<file path="config.mk">
export PLATFORM = sky130hd
export DESIGN_NAME = dmem_arbiter
export DESIGN_NICKNAME = d
export VERILOG_FILES = /design/src/rtl/dmem_arbiter_pkg.sv /design/src/rtl/dmem_arb_pick.sv /design/src/rtl/dmem_arbiter.sv
export SDC_FILE = /design/constraint.sdc
export NUM_CORES = 1
export LEC_CHECK = 0
export CAP_MARGIN = 20
export CORE_MARGIN = 3
export CORE_UTILIZATION = 45
export CTS_CLUSTER_DIAMETER = 80
export CTS_CLUSTER_SIZE = 14
export DETAILED_ROUTE_END_ITERATION = 6
export MAX_ROUTING_LAYER = met4
export PLACE_DENSITY = 0.86
export SLEW_MARGIN = 15
export SYNTH_ARGS = -nofsm -noshare
export SYNTH_HDL_FRONTEND = slang
export SYNTH_SLANG_ARGS = --single-unit
</file>
<file path="constraint.sdc">
create_clock -name clk -period 3.2 [get_ports clk]
set_clock_uncertainty 0.05 [all_clocks]
set_input_delay 0.48 -clock clk [delete_from_list [all_inputs] [get_ports clk]]
set_output_delay 0.48 -clock clk [all_outputs]
set_load 0.05 [all_outputs]
</file>
<file path="src/rtl/dmem_arbiter_pkg.sv">
// rtl/dmem_arbiter_pkg.sv - shared types and constants for the data-memory arbiter
package dmem_arbiter_pkg;

    localparam int DEF_AW = 8;
    localparam int DEF_DW = 16;

    typedef enum logic [1:0] {
        IDLE  = 2'd0,
        ISSUE = 2'd1,
        RESP  = 2'd2
    } state_t;

    typedef enum logic {
        OWN_CORE = 1'b0,
        OWN_HOST = 1'b1
    } owner_t;

    // Starvation counter is never narrower than 3 bits.
    function automatic int cnt_width(input int max_val);
        return ($clog2(max_val + 1) < 3) ? 3 : $clog2(max_val + 1);
    endfunction

endpackage

</file>
<file path="src/rtl/dmem_arb_pick.sv">
// rtl/dmem_arb_pick.sv - two-requester pick; winner bit index equals owner ID
module dmem_arb_pick (
    input  logic       c_req,
    input  logic       h_req,
    input  logic       host_first,
    output logic [1:0] winner
);

    always_comb begin
        winner = 2'b00;
        if (h_req && (host_first || !c_req)) begin
            winner = 2'b10;
        end else if (c_req) begin
            winner = 2'b01;
        end
    end

endmodule

</file>
<file path="src/rtl/dmem_arbiter.sv">
// rtl/dmem_arbiter.sv - core/host data-memory arbiter; DMEM_ARB_RR_EN selects round-robin
module dmem_arbiter
    import dmem_arbiter_pkg::*;
#(
    parameter int AW         = DEF_AW,
    parameter int DW         = DEF_DW,
    parameter int STARVE_MAX = 4
) (
    input  logic          clk,
    input  logic          rst_n,
    input  logic          c_req,
    input  logic          c_we,
    input  logic [AW-1:0] c_addr,
    input  logic [DW-1:0] c_wdata,
    output logic          c_gnt,
    output logic          c_rvalid,
    output logic [DW-1:0] c_rdata,
    output logic          c_stall,
    input  logic          h_req,
    input  logic          h_we,
    input  logic [AW-1:0] h_addr,
    input  logic [DW-1:0] h_wdata,
    output logic          h_gnt,
    output logic          h_rvalid,
    output logic [DW-1:0] h_rdata,
    output logic          mem_en,
    output logic          mem_we,
    output logic [AW-1:0] mem_addr,
    output logic [DW-1:0] mem_wdata,
    input  logic [DW-1:0] mem_rdata,
    output logic          busy
);

    state_t        state_q;
    state_t        state_d;
    owner_t        owner_q;
    logic [1:0]    winner;
    logic          host_first;
    logic          take;
    logic          pick_host;
    logic [DW-1:0] c_rdata_q;
    logic [DW-1:0] h_rdata_q;

    assign take      = (state_q == IDLE) && (c_req || h_req);
    assign pick_host = winner[1];

    dmem_arb_pick u_pick (
        .c_req      (c_req),
        .h_req      (h_req),
        .host_first (host_first),
        .winner     (winner)
    );

`ifdef DMEM_ARB_RR_EN
    logic rr_host;

    // After a core grant the host is favoured on the next tie, and vice versa.
    always_ff @(posedge clk or negedge rst_n) begin
        if (!rst_n) begin
            rr_host <= 1'b0;
        end else if (take) begin
            rr_host <= winner[0];
        end
    end

    assign host_first = rr_host;
`else
    localparam int CW = cnt_width(STARVE_MAX);

    logic [CW-1:0] starve_cnt;

    always_ff @(posedge clk or negedge rst_n) begin
        if (!rst_n) begin
            starve_cnt <= '0;
        end else if (state_q == IDLE) begin
            if (!h_req || pick_host) begin
                starve_cnt <= '0;
            end else if (c_req && (starve_cnt < CW'(STARVE_MAX))) begin
                starve_cnt <= starve_cnt + CW'(1);
            end
        end
    end

    assign host_first = (starve_cnt >= CW'(STARVE_MAX));
`endif

    always_ff @(posedge clk or negedge rst_n) begin
        if (!rst_n) begin
            state_q <= IDLE;
        end else begin
            state_q <= state_d;
        end
    end

    always_comb begin
        state_d  = state_q;
        c_gnt    = 1'b0;
        h_gnt    = 1'b0;
        c_rvalid = 1'b0;
        h_rvalid = 1'b0;
        busy     = (state_q != IDLE);
        case (state_q)
            IDLE: begin
                if (c_req || h_req) begin
                    state_d = ISSUE;
                end
            end
            ISSUE: begin
                c_gnt   = (owner_q == OWN_CORE);
                h_gnt   = (owner_q == OWN_HOST);
                state_d = mem_we ? IDLE : RESP;
            end
            RESP: begin
                c_rvalid = (owner_q == OWN_CORE);
                h_rvalid = (owner_q == OWN_HOST);
                state_d  = IDLE;
            end
            default: state_d = IDLE;
        endcase
    end

    // The memory command registers double as the authoritative latched request.
    always_ff @(posedge clk or negedge rst_n) begin
        if (!rst_n) begin
            mem_en    <= 1'b0;
            mem_we    <= 1'b0;
            mem_addr  <= '0;
            mem_wdata <= '0;
            owner_q   <= OWN_CORE;
        end else begin
            mem_en <= take;
            mem_we <= take && (pick_host ? h_we : c_we);
            if (take) begin
                owner_q   <= pick_host ? OWN_HOST : OWN_CORE;
                mem_addr  <= pick_host ? h_addr : c_addr;
                mem_wdata <= pick_host ? h_wdata : c_wdata;
            end
        end
    end

    always_ff @(posedge clk or negedge rst_n) begin
        if (!rst_n) begin
            c_rdata_q <= '0;
            h_rdata_q <= '0;
        end else begin
            if (c_rvalid) begin
                c_rdata_q <= mem_rdata;
            end
            if (h_rvalid) begin
                h_rdata_q <= mem_rdata;
            end
        end
    end

    // Read data is forwarded during the response cycle, then held.
    assign c_rdata = c_rvalid ? mem_rdata : c_rdata_q;
    assign h_rdata = h_rvalid ? mem_rdata : h_rdata_q;
    assign c_stall = c_req && !c_gnt;

endmodule

</file>
==> run_results.csv <==
group,metric,value,unit
outcome,status,"finished clean",
synthesis,synthAdderAreaFrac,0.431,%
sta,maxSlewHeadroom,47.8,%
worst_setup_path,critPathCaptureType,"primary output",
cells_and_area,design_area,4460,um^2
synthesis,syn_area,2900,um^2
synthesis,synth_compound_area_share,18.7,%
cts,cts_sinks,64,
cells_and_area,drive_above_1_share,20.3,%
drt,vias,2449,
sta,drv_slew,0,
cells_and_area,fillers,445,
drt,drt_iter0_drc,105,
synthesis,synth-xor-area-share,0,%
worst_setup_path,critical-path-slowest-cell,"clkdlybuf4s50_1",
worst_setup_path,path_cells,"nor3b_4 -> buf_4 -> mux2_2 -> clkdlybuf4s50_1",
sta,finalCritPeriodShare,90.1,%
worst_setup_path,slowest_delay,0.72,ns
synthesis,synth_top_family_by_area,"compound AO/OA/AOI/OAI gates",
sta,fmax,347,MHz
floorplan,start_util,47.6,%
power,p_leak,1.76,nW
hold_path,hold_class,"input pin to asynchronous set/reset pin",
worst_setup_path,required,2.67,ns
cts,cts_tree,"built",
cells_and_area,insertedDiodeCount,0,
sta,tightest_slew,0.782,ns
grt,grt_usage,22.0,%
grt,grt_max_degree,65,
drt,vias_per_cell,5.38,
cts,clock-root-buffer,"clkbuf_8",
synthesis,synthCells,244,
cts,postCtsHoldBufs,0,
cts,path_clk_slew,0.08,ns
synthesis,synth_warnings,0,
drt,first_pass_iters,4,
drt,drc,0,
sta,report.final.hold_viol_count,0,
sta,rsz0062_at_grt,"false",
grt,globalRouteOverflowTotal,0,
synthesis,syn_area_per_cell,11.9,um^2
drt,wire_per_inst,17.3,um
cts,cts-buffers-inserted,9,
floorplan,die_height,86.3,um
worst_setup_path,start_kind,"register",
synthesis,synth_ff_type,"dfrtp_1",
synthesis,syn-num-nets,315,
floorplan,die_w,86.3,um
synthesis,async_reset_ff_share,100,%
synthesis,synthMuxAreaShare,12.4,%
floorplan,core_area,6100,um^2
drt,ant_nets,0,
cts,clk_latency,0.33,ns
cts,postCtsSetupBuffers,0,
floorplan,num_io_pins,134,
worst_setup_path,cp_max_fo,17,
worst_setup_path,crit_buf_inv,2,
synthesis,synth-simple-area-share,8.53,%
grt,antenna_found_initial,0,
grt,grt_pass1_wl,12.4,mm
power,power.total,5.68,mW
synthesis,yosysSeqAreaShare,55.2,%
floorplan,num_rows,28,
place,portBuffers,133,
synthesis,synth_edf_count,0,
place,gp_congestion,0.774,
worst_setup_path,crit_type,"register to primary output",
worst_setup_path,crit_arrival,2.35,ns
power,peakVddDrop,979,uV
cells_and_area,nNetsFinal,446,
sta,finalSetupTns,0,ns
run,drv_cap,0,
cells_and_area,syn_to_final_growth,53.7,%
synthesis,ys_seq_elements,64,
floorplan,dieArea,7450,um^2
place,dpl.hpwl,5.42,mm
worst_setup_path,critPathTopFamily,"buffers and inverters",
cts,htreeDepth,3,
cts,cts_buffer_depth,2,
sta,fin_crit,2.88,ns
power,power_density,1270,nW/um^2
synthesis,synth_cell_types,29,
place,dpl_cell_area,4260,um^2
grt,grt_pass1_vias,2477,
cts,post_cts_resize_count,0,
drt,drt_wl_total,7.89,mm
sta,setup-violations-final,0,
logic make-up (layout without fill, tap and decap cells):
logic type,after synthesis,after routing
multiplexers,32,32
adder cells (fa/ha/maj),1,1
AND/OR/NAND/NOR,45,45
flip-flops,64,64
buffers and inverters,25,161
AO/OA/AOI/OAI,77,77
Yosys cell counts, types with 3 or more instances:
cell type,count,area [um^2]
a21oi_1,24,120
a31oi_1,6,37.5
a31oi_2,18,225
buf_2,3,15.0
buf_6,5,56.3
clkbuf_1,12,45.0
dfrtp_1,64,1600
inv_1,3,11.3
mux2_2,30,338
nand2_1,4,15.0
nand3_1,27,135
nor2_1,3,11.3
o21ai_0,26,130
through the flow:
stage          utilization, %  hold WS [ns]  setup WS, ns  std cells
2_1_floorplan               -         0.134         0.984        244
3_3_place_gp             69.9         0.369         0.678        439
3_5_place_dp             69.9         0.370         0.660        439
4_1_cts                  73.2         0.301         0.306        455
5_1_grt                  73.2         0.329         0.247        455
6_report                 73.2         0.266         0.317        455
final timing paths:
path / endpoint / start / slack [ns] / depth (start not counted)
setup / recovery: c_rdata[15] / owner_q / 0.32 / 4
hold / removal: h_rdata_q[9] / rst_n / 0.27 / 2
setup reg to reg: mem_wdata[2] / state_q[0] / 1.50 / 4
hold reg to reg: state_q[1] / mem_we / 0.37 / 1
max in group asynchronous: state_q[0] / rst_n / 2.31 / 2
min in group clk: state_q[1] / mem_we / 0.37 / 1
report_power, final:
| part | leakage, nW | internal, mW | switching (mW) |
|---|---|---|---|
| Sequential | 0.748 | 1.21 | 0.170 |
| Combinational | 0.908 | 1.25 | 2.36 |
| Clock | 0.103 | 0.401 | 0.298 |
| Total | 1.76 | 2.86 | 2.83 |
state kept, by name, summed over array words and instances, names as in the netlist, 2 cells and up:
signal and flops:
c_rdata_q 16, state_q 2, mem_addr 8, starve_cnt 3, h_rdata_q 16, mem_wdata 16
per-layer routing:
| metal | GRT usage (%) | part of all wire [%] | up-vias |
|---|---|---|---|
| met5 | - | 0 | - |
| met4 | 5.10 | 0.51 | 0 |
| met3 | 4.28 | 7.6 | 5 |
| met2 | 37.1 | 49 | 107 |
| met1 | 27.5 | 43 | 1192 |
| li1 | - | - | 1145 |
area by class of cell:
class                      count  area [um^2]  share of cell area, %
sequential                    64         1600                   35.9
multi-input combinational    155         1160                   26.1
tap                           75         93.8                   2.10
clock inverter                 3         40.0                  0.898
clock buffer                  13          159                   3.56
timing repair buffer         141         1390                   31.1
inverter                       4         15.0                  0.337
placed cells by master, fill, tap and decap left out, drive strengths merged:
cell type	netlist	layout
o21ai	27	27
or4	1	1
or2	1	1
bufinv	0	1
buf	9	9
nor2	4	4
a21boi	1	1
inv	4	4
nand3b	1	1
mux2	32	32
a31oi	24	24
nor3b	1	1
nand2b	2	2
clkdlybuf4s50	0	132
nor2b	2	2
nand2	4	4
clkinv	0	2
nand3	27	27
a21oi	24	24
and2	2	2
clkbuf	12	13
ha	1	1
o32ai	1	1
dfrtp	64	64
Note: power is estimated with default switching activity, not from simulation.
==> edit (config.mk and constraints unchanged) <==
Re-encode `state_t` (3 states) as one-hot, 3 bits wide.
--- a/src/rtl/dmem_arbiter_pkg.sv
+++ b/src/rtl/dmem_arbiter_pkg.sv
@@ -4,10 +4,10 @@
     localparam int DEF_AW = 8;
     localparam int DEF_DW = 16;
 
-    typedef enum logic [1:0] {
-        IDLE  = 2'd0,
-        ISSUE = 2'd1,
-        RESP  = 2'd2
+    typedef enum logic [2:0] {
+        IDLE  = 3'b001,
+        ISSUE = 3'b010,
+        RESP  = 3'b100
     } state_t;
 
     typedef enum logic {
Function: no difference found for any inputs over 10 cycles, from zero or initial values and one cycle with rst_n low; not proved beyond that.
==> edit against the unedited design <==
Worst hold slack improved by 16 ps. Critical path depth shrank 1. Sequential share of layout area grew 1.7 points. Worst setup slack improved by 24 ps. Sequential cell count is 1 higher. Synthesized area decreased by 2.5%. Routed wire length is 7.9% lower. Design area shrank 3.0%. Synthesized cell count decreased by 22%. Total power is 15% lower. Critical path type unchanged. Largest cell class unchanged. Highest routed layer unchanged.
==> edit: results (changes against the unedited design) <==
INFO  metric status = finished clean (unchanged)
INFO  metric worst_ir_drop_vdd = 693 uV (was 979 uV)
INFO  metric cts_repair_resize_count = 0 (unchanged)
INFO  metric ctsRootBufferMaster = sky130_fd_sc_hd__clkbuf_8 (unchanged)
INFO  metric largest_cells_by_area_after_synthesis = sky130_fd_sc_hd__dfrtp_1 57%, sky130_fd_sc_hd__mux2_2 13%, sky130_fd_sc_hd__a2bb2oi_2 9.0% (was sky130_fd_sc_hd__dfrtp_1 55%, sky130_fd_sc_hd__mux2_2 12%, sky130_fd_sc_hd__a31oi_2 7.8%)
INFO  metric drt_iter0_drc = 73 (was 105)
INFO  metric cellLeakagePower = 0.00185 uW (was 0.00176 uW)
INFO  metric clock_transition_at_the_registers_of_the_reported_paths = 70 ps
INFO  metric detail_route.first_pass.iterations = 4 (unchanged)
INFO  metric design.final.nets = 398 (was 446)
INFO  metric htree_levels = 3 (unchanged)
INFO  metric internal-power = 2570 uW (was 2860 uW)
INFO  metric grt_start_max_net_pins = 66 (was 65)
INFO  metric port_buffers = 133 (unchanged)
INFO  metric asyncSetResetFlopFracSynth = 100% (unchanged)
INFO  metric num-fill-cells = 420 (was 445)
INFO  metric grt_first_pass_wirelength = 11700 um (was 12400 um)
INFO  metric route.final.wire_length = 7270 um (was 7890 um)
INFO  metric synthesis.yosys.warnings = 0 (unchanged)
INFO  metric synth.top_cells.by_count = 64 x sky130_fd_sc_hd__dfrtp_1, 32 x sky130_fd_sc_hd__mux2_2, 24 x sky130_fd_sc_hd__o32ai_1, 17 x sky130_fd_sc_hd__a2bb2oi_2, 7 x sky130_fd_sc_hd__a2bb2oi_1 (was 64 x sky130_fd_sc_hd__dfrtp_1, 30 x sky130_fd_sc_hd__mux2_2, 27 x sky130_fd_sc_hd__nand3_1, 26 x sky130_fd_sc_hd__o21ai_0, 24 x sky130_fd_sc_hd__a21oi_1)
INFO  metric n_antenna_cell = 0 (unchanged)
INFO  metric number_of_global_route_vias_before_repair = 2237 (was 2477)
INFO  metric reg_top3 = c_rdata_q (16), h_rdata_q (16), mem_wdata (16) (unchanged)
INFO  metric clk_latency = 320 ps
INFO  metric critical_path_peak_fanout = 4 (was 17)
INFO  metric placement.cell_area = 4130 um^2 (was 4260 um^2)
INFO  metric groute.usage.overall = 21.1% (was 22.0%)
INFO  metric gpl.final_weighted_congestion = 0.762 (was 0.774)
INFO  metric worstRegToRegCells = 4 (unchanged)
INFO  metric cts.path.max_buffers = 2 (unchanged)
INFO  metric routed_via_density = 5.29 (was 5.38)
INFO  metric grt_antenna_before_repair = 0 (unchanged)
INFO  metric tightestPinTransition = 794 ps (was 782 ps)
INFO  metric hpwl = 5180 um (was 5420 um)
INFO  metric synth.yosys.seq_area_share = 57.5% (was 55.2%)
INFO  metric cts_inserted_buffers = 9 (unchanged)
INFO  metric final_layout_size_suffix_gt1_share = 34.6% (was 20.3%)
INFO  metric postSynthNetCount = 261 (was 315)
INFO  metric yosys.cell_types.count = 28 (was 29)
INFO  metric cp.arrival = 2330 ps (was 2350 ps)
==> edit: area by class of cell <==
class	count	area share (%)
clock buffers	10	3.18
clock inverters	6	1.33
inverters	4	0.405
multi-input cells	108	25.6
flip-flops and latches	65	37.6
well taps	75	2.17
repair buffers	139	29.7
==> edit: path summary, 6_finish.rpt <==
kind / from / endpoint / slack (ps)
max: state_q[1] / c_gnt / 340
min: rst_n / h_rdata_q[10] / 280
max reg2reg: state_q[0] / mem_we / 1410
min reg2reg: mem_we / state_q[2] / 400
max in group asynchronous: rst_n / mem_addr[1] / 2310
min in group clk: mem_we / state_q[2] / 400
==> edit: routing by layer <==
layer  global-route usage, %  vias up  share of wire (%)
met2                    31.8       97                 47
met1                    28.2     1043                 44
met4                    7.19        0                1.5
met5                       -        -                  0
met3                    5.15        9                7.5
li1                        -     1006                  -
==> edit: cell families after synthesis <==
family                   after synthesis  synth area share, %
adder cells (fa/ha/maj)                1                0.442
AND/OR/NAND/NOR                       20                 5.83
flip-flops                            65                 57.5
AO/OA/AOI/OAI                         55                 20.1
multiplexers                          32                 12.7
buffers and inverters                 17                 3.40
==> edit: metrics by stage <==
step	cells	power, uW	utilization (%)	setup WS, ps
after floorplan	190	3360	-	571
after global placement	391	4160	69.0	683
after detailed placement	391	4210	69.0	669
after CTS	407	4900	72.2	312
after global routing	407	5070	72.2	236
final	407	4850	72.2	341
==> edit: worst max-delay path, stage by stage (launching register included) <==
cell and delay (ps):
sky130_fd_sc_hd__dfrtp_1 500, sky130_fd_sc_hd__or3b_2 510, sky130_fd_sc_hd__nor2_1 170, sky130_fd_sc_hd__clkdlybuf4s50_1 830
==> edit: power groups by stage <==
| stage | registers [uW] | logic [uW] | clock network (uW) |
|---|---|---|---|
| finish | 1340 | 2830 | 676 |
| global route | 1380 | 2950 | 731 |
| global placement | 1340 | 2820 | 0 |
| floorplan | 1860 | 1490 | 0 |
| CTS | 1350 | 2860 | 692 |
| detailed placement | 1360 | 2850 | 0 |
